[src/rtl/cond_branch_unit_if.sv]
// Bus bundle between the fetch/execute pipeline and the conditional branch unit.
// The master drives flags, lookup PC and resolving jumps; the slave (the branch
// unit) returns architectural flags, the prediction and the resolution results.
interface cond_branch_unit_if #(
  parameter int PC_W = 16
) ();

  logic            cpsr_we;
  logic [3:0]      cpsr_wdata;
  logic [3:0]      cpsr_out;
  logic [PC_W-1:0] pc_f;
  logic            pred_taken;
  logic            br_valid;
  logic [3:0]      br_cond;
  logic [PC_W-1:0] br_pc;
  logic            br_pred;
  logic            res_valid;
  logic            res_taken;
  logic            mispredict;
  logic [15:0]     br_count;
  logic [15:0]     mp_count;

  modport master (
    output cpsr_we, cpsr_wdata, pc_f, br_valid, br_cond, br_pc, br_pred,
    input  cpsr_out, pred_taken, res_valid, res_taken, mispredict, br_count, mp_count
  );

  modport slave (
    input  cpsr_we, cpsr_wdata, pc_f, br_valid, br_cond, br_pc, br_pred,
    output cpsr_out, pred_taken, res_valid, res_taken, mispredict, br_count, mp_count
  );

endinterface

[src/rtl/cond_branch_unit.sv]
// Conditional branch unit: holds the {N,Z,C,V} flag register, evaluates jump
// conditions on forwarded flags, reports the outcome one cycle later and trains
// a table of 2-bit saturating predictors (0 SNT, 1 WNT, 2 WT, 3 ST).
module cond_branch_unit #(
  parameter int PC_W      = 16,
  parameter int BHT_DEPTH = 16
) (
  input  logic                clk,
  input  logic                rst,
  cond_branch_unit_if.slave   bus
);

  localparam int IDX_W = $clog2(BHT_DEPTH);

  logic [PC_W-1:0]  pc_f_w;
  logic [PC_W-1:0]  br_pc_w;
  logic [IDX_W-1:0] rd_idx;
  logic [IDX_W-1:0] wr_idx;
  logic [3:0]       eff_flags;
  logic             flag_n, flag_z, flag_c, flag_v;
  logic             cond_true;
  logic             outcome;
  logic             mp_now;
  logic [1:0]       bht [BHT_DEPTH];

  // Upper PC bits do not take part in indexing; aliasing PCs share a counter.
  logic unused_pc_bits;

  assign pc_f_w         = bus.pc_f;
  assign br_pc_w        = bus.br_pc;
  assign rd_idx         = pc_f_w[IDX_W-1:0];
  assign wr_idx         = br_pc_w[IDX_W-1:0];
  assign unused_pc_bits = &{1'b0, pc_f_w[PC_W-1:IDX_W], br_pc_w[PC_W-1:IDX_W]};

  // Same-cycle forwarding so a flag-setting op and a dependent jump can pair up.
  assign eff_flags = bus.cpsr_we ? bus.cpsr_wdata : bus.cpsr_out;
  assign {flag_n, flag_z, flag_c, flag_v} = eff_flags;

  // Condition code decode on the effective flags.
  always_comb begin
    cond_true = 1'b0;
    case (bus.br_cond)
      4'd0:    cond_true = 1'b1;
      4'd1:    cond_true = flag_z;
      4'd2:    cond_true = !flag_z;
      4'd3:    cond_true = (flag_n == flag_v);
      4'd4:    cond_true = !flag_z && (flag_n == flag_v);
      4'd5:    cond_true = flag_z || (flag_n != flag_v);
      4'd6:    cond_true = (flag_n != flag_v);
      4'd7:    cond_true = flag_c;
      4'd8:    cond_true = !flag_c;
      4'd9:    cond_true = flag_c && !flag_z;
      4'd10:   cond_true = !flag_c || flag_z;
      4'd11:   cond_true = flag_n;
      4'd12:   cond_true = !flag_n;
      4'd13:   cond_true = flag_v;
      4'd14:   cond_true = !flag_v;
      default: cond_true = 1'b0;
    endcase
  end

  assign outcome = bus.br_valid & cond_true;
  assign mp_now  = bus.br_valid & (outcome != bus.br_pred);

  // Lookup returns the stored value, so a same-cycle update shows up next cycle.
  assign bus.pred_taken = bht[rd_idx][1];

  // Architectural flag register.
  always_ff @(posedge clk) begin
    if (rst) begin
      bus.cpsr_out <= 4'b0000;
    end else if (bus.cpsr_we) begin
      bus.cpsr_out <= bus.cpsr_wdata;
    end
  end

  // One-cycle resolution results; cleared in cycles following no branch.
  always_ff @(posedge clk) begin
    if (rst) begin
      bus.res_valid  <= 1'b0;
      bus.res_taken  <= 1'b0;
      bus.mispredict <= 1'b0;
    end else begin
      bus.res_valid  <= bus.br_valid;
      bus.res_taken  <= outcome;
      bus.mispredict <= mp_now;
    end
  end

  // Saturating statistics counters.
  always_ff @(posedge clk) begin
    if (rst) begin
      bus.br_count <= 16'h0000;
      bus.mp_count <= 16'h0000;
    end else begin
      if (bus.br_valid && (bus.br_count != 16'hFFFF)) begin
        bus.br_count <= bus.br_count + 16'h0001;
      end
      if (mp_now && (bus.mp_count != 16'hFFFF)) begin
        bus.mp_count <= bus.mp_count + 16'h0001;
      end
    end
  end

  // Predictor training: step the resolving jump's counter toward its outcome.
  always_ff @(posedge clk) begin
    if (rst) begin
      for (int i = 0; i < BHT_DEPTH; i++) begin
        bht[i] <= 2'd1;
      end
    end else if (bus.br_valid) begin
      if (outcome && (bht[wr_idx] != 2'd3)) begin
        bht[wr_idx] <= bht[wr_idx] + 2'd1;
      end else if (!outcome && (bht[wr_idx] != 2'd0)) begin
        bht[wr_idx] <= bht[wr_idx] - 2'd1;
      end
    end
  end

endmodule

[src/flat_wrapper.sv]
// flat-port wrapper written by rule: the top's interface ports become plain ports
module cond_branch_unit_flat 
#(
  parameter int PC_W      = 16,
  parameter int BHT_DEPTH = 16
)
  (clk, rst, bus_cpsr_we, bus_cpsr_wdata, bus_pc_f, bus_br_valid, bus_br_cond, bus_br_pc, bus_br_pred, bus_cpsr_out, bus_pred_taken, bus_res_valid, bus_res_taken, bus_mispredict, bus_br_count, bus_mp_count);
  cond_branch_unit_if #(.PC_W(PC_W)) bus_i ();
  input  logic clk;
  input  logic rst;
  input wire logic [$bits(bus_i.cpsr_we)-1:0] bus_cpsr_we;
  input wire logic [$bits(bus_i.cpsr_wdata)-1:0] bus_cpsr_wdata;
  input wire logic [$bits(bus_i.pc_f)-1:0] bus_pc_f;
  input wire logic [$bits(bus_i.br_valid)-1:0] bus_br_valid;
  input wire logic [$bits(bus_i.br_cond)-1:0] bus_br_cond;
  input wire logic [$bits(bus_i.br_pc)-1:0] bus_br_pc;
  input wire logic [$bits(bus_i.br_pred)-1:0] bus_br_pred;
  output wire logic [$bits(bus_i.cpsr_out)-1:0] bus_cpsr_out;
  output wire logic [$bits(bus_i.pred_taken)-1:0] bus_pred_taken;
  output wire logic [$bits(bus_i.res_valid)-1:0] bus_res_valid;
  output wire logic [$bits(bus_i.res_taken)-1:0] bus_res_taken;
  output wire logic [$bits(bus_i.mispredict)-1:0] bus_mispredict;
  output wire logic [$bits(bus_i.br_count)-1:0] bus_br_count;
  output wire logic [$bits(bus_i.mp_count)-1:0] bus_mp_count;
  assign bus_i.cpsr_we = bus_cpsr_we;
  assign bus_i.cpsr_wdata = bus_cpsr_wdata;
  assign bus_i.pc_f = bus_pc_f;
  assign bus_i.br_valid = bus_br_valid;
  assign bus_i.br_cond = bus_br_cond;
  assign bus_i.br_pc = bus_br_pc;
  assign bus_i.br_pred = bus_br_pred;
  assign bus_cpsr_out = bus_i.cpsr_out;
  assign bus_pred_taken = bus_i.pred_taken;
  assign bus_res_valid = bus_i.res_valid;
  assign bus_res_taken = bus_i.res_taken;
  assign bus_mispredict = bus_i.mispredict;
  assign bus_br_count = bus_i.br_count;
  assign bus_mp_count = bus_i.mp_count;
  cond_branch_unit #(.PC_W(PC_W), .BHT_DEPTH(BHT_DEPTH)) u_core (.clk(clk), .rst(rst), .bus(bus_i));
endmodule
[config.mk]
export PLATFORM = sky130hd
export DESIGN_NAME = cond_branch_unit_flat
export DESIGN_NICKNAME = d
export VERILOG_FILES = /design/src/rtl/cond_branch_unit_if.sv /design/src/rtl/cond_branch_unit.sv /design/src/flat_wrapper.sv
export SDC_FILE = /design/constraint.sdc
export NUM_CORES = 1
export LEC_CHECK = 0
export ABC_CLOCK_PERIOD_IN_PS = 9800
export CORE_ASPECT_RATIO = 1.2
export CORE_UTILIZATION = 56
export CTS_CLUSTER_DIAMETER = 100
export CTS_CLUSTER_SIZE = 8
export DETAILED_ROUTE_END_ITERATION = 7
export PLACE_DENSITY = 0.95
export SLEW_MARGIN = 20
export SYNTH_ARGS = -nofsm -noshare
export SYNTH_HDL_FRONTEND = slang
export SYNTH_SLANG_ARGS = --single-unit
[constraint.sdc]
create_clock -name clk -period 9.8 [get_ports clk]
set_input_delay 1.96 -clock clk [delete_from_list [all_inputs] [get_ports clk]]
set_output_delay 1.96 -clock clk [all_outputs]
set_load 0.01 [all_outputs]
=== Yosys cells after proc, flatten, opt, wreduce, memory -nomap -nowiden ===
Memory sizes are Yosys's and may differ from the RTL's.
Cells that the tools add are included.

* Bitwise logic cells: 3
* Muxes and demuxes: 17
* $add $sub $neg: 4
* Equal/unequal tests: 20
* Reductions and logical operators: 16

{| class="wikitable"
|+ Operator list
! kind !! number
|-
| adder 16 x 1 -> 16 bit, second input constant || 2
|-
| inequality test 16 bit, second input constant || 2
|-
| == test 4 bit, second input constant || 7
|-
| == test 4 x 3 -> 1 bit, second input constant || 4
|-
| one-hot mux 1 bit (15 select lines) || 1
|-
| 2-to-1 mux 1 bit || 12
|-
| == test 4 x 2 -> 1 bit, second input constant || 2
|-
| 2-to-1 mux 4 bit || 2
|-
| logical AND 1 bit || 6
|-
| zero test 1 bit || 5
|-
| == test 4 x 1 -> 1 bit, second input constant || 1
|-
| zero test 4 bit || 1
|-
| 2-to-1 mux 2 bit || 2
|-
| adder 2 x 1 -> 2 bit, second input constant || 1
|-
| bitwise AND 1 bit || 2
|-
| logical OR 1 bit || 2
|-
| inequality test 1 bit || 2
|-
| inequality test 2 bit, second input constant || 1
|-
| nonzero test 2 bit || 1
|-
| OR reduction 2 bit || 1
|-
| subtractor 2 x 1 -> 2 bit, second input constant || 1
|-
| == test 1 bit || 1
|-
| bitwise OR 1 bit || 1
|}

* Flip-flop bits (word level): 39
* Bits of input ports: 45
* RAM bits: 32
* Output and inout bits: 40
* Memories kept: 1
* Logic and storage cells: 67

{| class="wikitable"
|+ Memories
! memory !! words !! width !! rd ports !! clocked after Yosys merged registers in !! write ports !! RTL line !! RTL
|-
| u_core.bht || 16 || 2 || 2 || 0 || 16 || cond_branch_unit.sv:24 || <nowiki>logic [1:0] bht [BHT_DEPTH];</nowiki>
|}

=== Logic depth before layout (Yosys ltp) ===
* Word-level depth: 15
* Depth in mapped cells: 10
* Depth with buffers taken out: 7

=== Worst setup path after synthesis ===
Ideal clock, no wire load.

* Path kind: input to output
* Start point: in bus_pc_f[0]
* End point: out bus_pred_taken
* Data required time: 7,840 ps
* Buffers on the path: 0
* Cell stages on the path: 2
* Setup slack: 4,916 ps
* Data arrival time: 2,924 ps
* Cell sequence: mux4_2 > mux4_2

* Word-level cells in the longest chain between the ends: 1

{| class="wikitable"
|+ RTL lines
! what !! RTL line !! RTL
|-
| from (decl) || flat_wrapper.sv:13 || <nowiki>input wire logic [$bits(bus_i.pc_f)-1:0] bus_pc_f;</nowiki>
|-
| memory read (16 x 2 bit) || -- ||
|-
| to (decl) || flat_wrapper.sv:19 || <nowiki>output wire logic [$bits(bus_i.pred_taken)-1:0] bus_pred_taken;</nowiki>
|}

No other way between the ends.

=== Final worst setup path ===
Same ends and word-level chain as after synthesis.

==> run summary <==
The run finished with clean final reports. Number of synthesized register bits: 71. 85 I/O pins were placed. The routed layout has 3461 vias. The ratio of cells with drive above 1 in the final layout came out at 0.150.

Across all hold checks on the routed design, the worst slack comes to 0.530 ns. The logs give 0.34 ns for the clock latency at the later pin of the worst-skew pair and 0 for the number of post-CTS setup repair buffers. Path category of the worst min-delay check: reg2reg.

The tools report the final-report setup violation count as 0. Cell with the most instances after synthesis: nor2_1. Length of the first detailed-routing pass in iterations: 5. STA classifies the critical path startpoint as an input pin. The count of mapped cells out of synthesis is 413.

The longest clock path from root to sink contains 2 buffers. The worst setup skew after layout is 0.00997 ns, and the share of the cycle needed by the critical path after routing is 0.623. IR analysis of the VDD net gives a maximum drop of 0.0805 mV. The number of synthesized flops with an enable pin was 32; the worst path arrival time was 4.15 ns. The number of global-route vias before repair was 3305. The tool flagged a number of max-cap violations equal to 0.

The run gives 460 as the net count after synthesis. The final hold violation count is 0, and the time the final worst path needs with I/O delays and setup is 6.11 ns. TritonCTS created 9 clock buffers. The post-detailed-route count of antenna-violating nets was 0; the post-synthesis async set-or-reset flop share was 0. The tools report the first-pass GRT wire length as 15600 µm. The post-synthesis instance area was 4080 µm²; the pin slew with the least headroom to its limit was 0.914 ns. The first-iteration detailed-routing DRC count was 251. The logs give 0.389 for the headroom to the max-slew limit and 0 for the number of diodes.

The logs give 3 for the count of H-tree levels built during CTS and 6370 µm for the sum of net half-perimeters after detailed placement. The power density over the cells is 130 nW/µm², and the area added between synthesis and finish is 19.8%. After synthesis, the cell types taking the most area are edfxtp_1, dfxtp_1, mux4_2, nor2_1, nand3_1.

The worst-path maximum fanout came out at 4. Required time of the critical path: 7.84 ns. The final weighted congestion of routability-driven global placement was 0.893. Setup repair after global routing left no endpoint under its margin. Tracing the worst setup path back leads to its startpoint at bus_pc_f[0]. Entering global routing, the biggest net connects 70 pins.

The fmax was 164 MHz; the wire length per cell was 16.9 µm. The average instance in the mapped netlist occupies 9.88 µm². Sequential share of the synthesized area: 0.427.

After detailed routing, the number of remaining DRC violations is 0. Port buffering added 60 buffers. TritonCTS built the clock tree.

Cell accounting for the most synthesized area: edfxtp_1. Gates resized during post-CTS repair numbered 0. In this run the vertical extent of the chip is 95.5 µm.

Sorting the synthesized cells by how often they occur yields nor2_1, dfxtp_1, edfxtp_1, nand3_1, nand2_1. The horizontal die dimension works out to 79.9 µm. Effective utilization at floorplan: 0.588. The warning count from the yosys run is 0. Fill cells in the final layout number 498.

STA classifies the critical path endpoint as an output pin. Reg-to-reg critical path startpoint: u_core.bus.cpsr_out[2]. The number of library cell types mapped by synthesis came out at 55.

For the total congestion overflow after global routing, the log shows 0. After clock tree synthesis, the clock-pin slew on the worst setup and hold paths is 0.08 ns. The critical path is of the in2out type. Share of the synthesized area in the top cell type: 0.236.

After clock tree synthesis, the flow added hold-fix buffers numbering 0. The tools report the final count of pins violating max slew as 0. Counting every sink on the clock net gives 71. Setup total negative slack on the finished layout was measured at 0 ns. Using the TritonRoute via totals, the vias-per-cell ratio works out to 6.25. Summed over all layers, the routed wires come to 9360 µm. The tools report the start point of the worst hold path as u_core.bus.br_count[14]. The floorplan has 33 rows.

Initial antenna violation count: 0. The core region is 6940 µm². In this run the static leakage power is 0.00167 µW. The most used flip-flop cell after synthesis was dfxtp_1. The run gives 509 as the final net count. CTS placed an instance of clkbuf_8 at the clock tree root. The global router's overall resource usage is 0.266, and the die area is 7630 µm².
==> cell families after synthesis <==
logic type      synth area share
xor+xnor                  0.0322
mux                        0.160
buf+inv                   0.0386
fa+ha+maj                0.00613
simple gates               0.236
compound gates             0.100
flops                      0.427
==> worst paths after layout <==
path	to	slack [ns]	depth (start not counted)
min	u_core.bus.br_count[14]	0.53	2
max	bus_pred_taken	3.69	4
min reg2reg	u_core.bus.br_count[14]	0.53	2
max reg2reg	u_core.bht[7][1]	6.55	8
==> where the power goes <==
group          total (µW)  internal, µW  switching (µW)
clock network         219           107             112
logic                98.0          42.3            55.7
registers             321           316            5.13
total                 638           465             173
==> cell usage in the layout (no fill, tap or decap), types with 2 or more instances in the layout <==
master,netlist,layout
nand2_1,25,25
nor2_1,61,61
ha_1,2,2
and3_1,8,8
or3_1,6,6
edfxtp_1,32,32
nand3_1,32,32
clkbuf_8,0,9
xor2_1,3,3
dfxtp_1,39,39
a41o_1,4,4
nor2b_1,17,17
nor3_1,12,12
mux4_2,14,14
o21ai_0,5,5
inv_1,12,12
mux2_2,10,10
or4_1,3,3
xnor2_1,12,12
a21o_1,5,5
nor3b_1,2,2
mux2_4,7,7
o41ai_1,2,2
buf_4,0,4
a21oi_1,6,6
clkdlybuf4s50_1,0,59
mux2i_1,12,11
nand4_1,7,7
a31o_2,12,12
nand2b_1,6,6
nor4_1,5,5
clkinv_2,0,3
and2_1,5,5
==> layer usage <==
| metal | vias up | part of all wire | track usage |
|---|---|---|---|
| li1 | 1611 | - | - |
| met1 | 1701 | 0.40 | 0.316 |
| met2 | 131 | 0.53 | 0.474 |
| met3 | 18 | 0.047 | 0.0278 |
| met4 | 0 | 0.022 | 0.134 |
| met5 | - | 0 | 0 |
==> critical path, stage by stage <==
cell and delay [ns]:
clkdlybuf4s50_1 0.64, mux4_2 0.58, mux4_2 0.47, clkdlybuf4s50_1 0.49
==> sequential cells by signal, indices dropped and copies added (netlist names) <==
signal,cells
u_core.bht,32
u_core.bus.br_count,16
u_core.bus.cpsr_out,4
u_core.bus.mispredict,1
u_core.bus.mp_count,16
u_core.bus.res_taken,1
u_core.bus.res_valid,1
==> layout make-up <==
class	count	area [µm²]	share of cell area
clock buffers	11	153	0.0312
repair buffers	64	626	0.128
inverters	12	45.0	0.00921
multi-input cells	304	2180	0.447
clock inverters	5	30.0	0.00614
well taps	87	109	0.0223
flip-flops and latches	71	1740	0.356
==> metrics by stage <==
stage                      util  setup slack, ns  cells  total power, µW  area [µm²]
after floorplan               -             4.92    413              390        4080
after global placement    0.678             3.72    538              419        4710
after detailed placement  0.678             3.67    538              424        4710
after CTS                 0.705             3.67    554              639        4890
after global routing      0.705             3.60    554              658        4890
final                     0.705             3.69    554              638        4890
(Power assumes the default switching activity.)
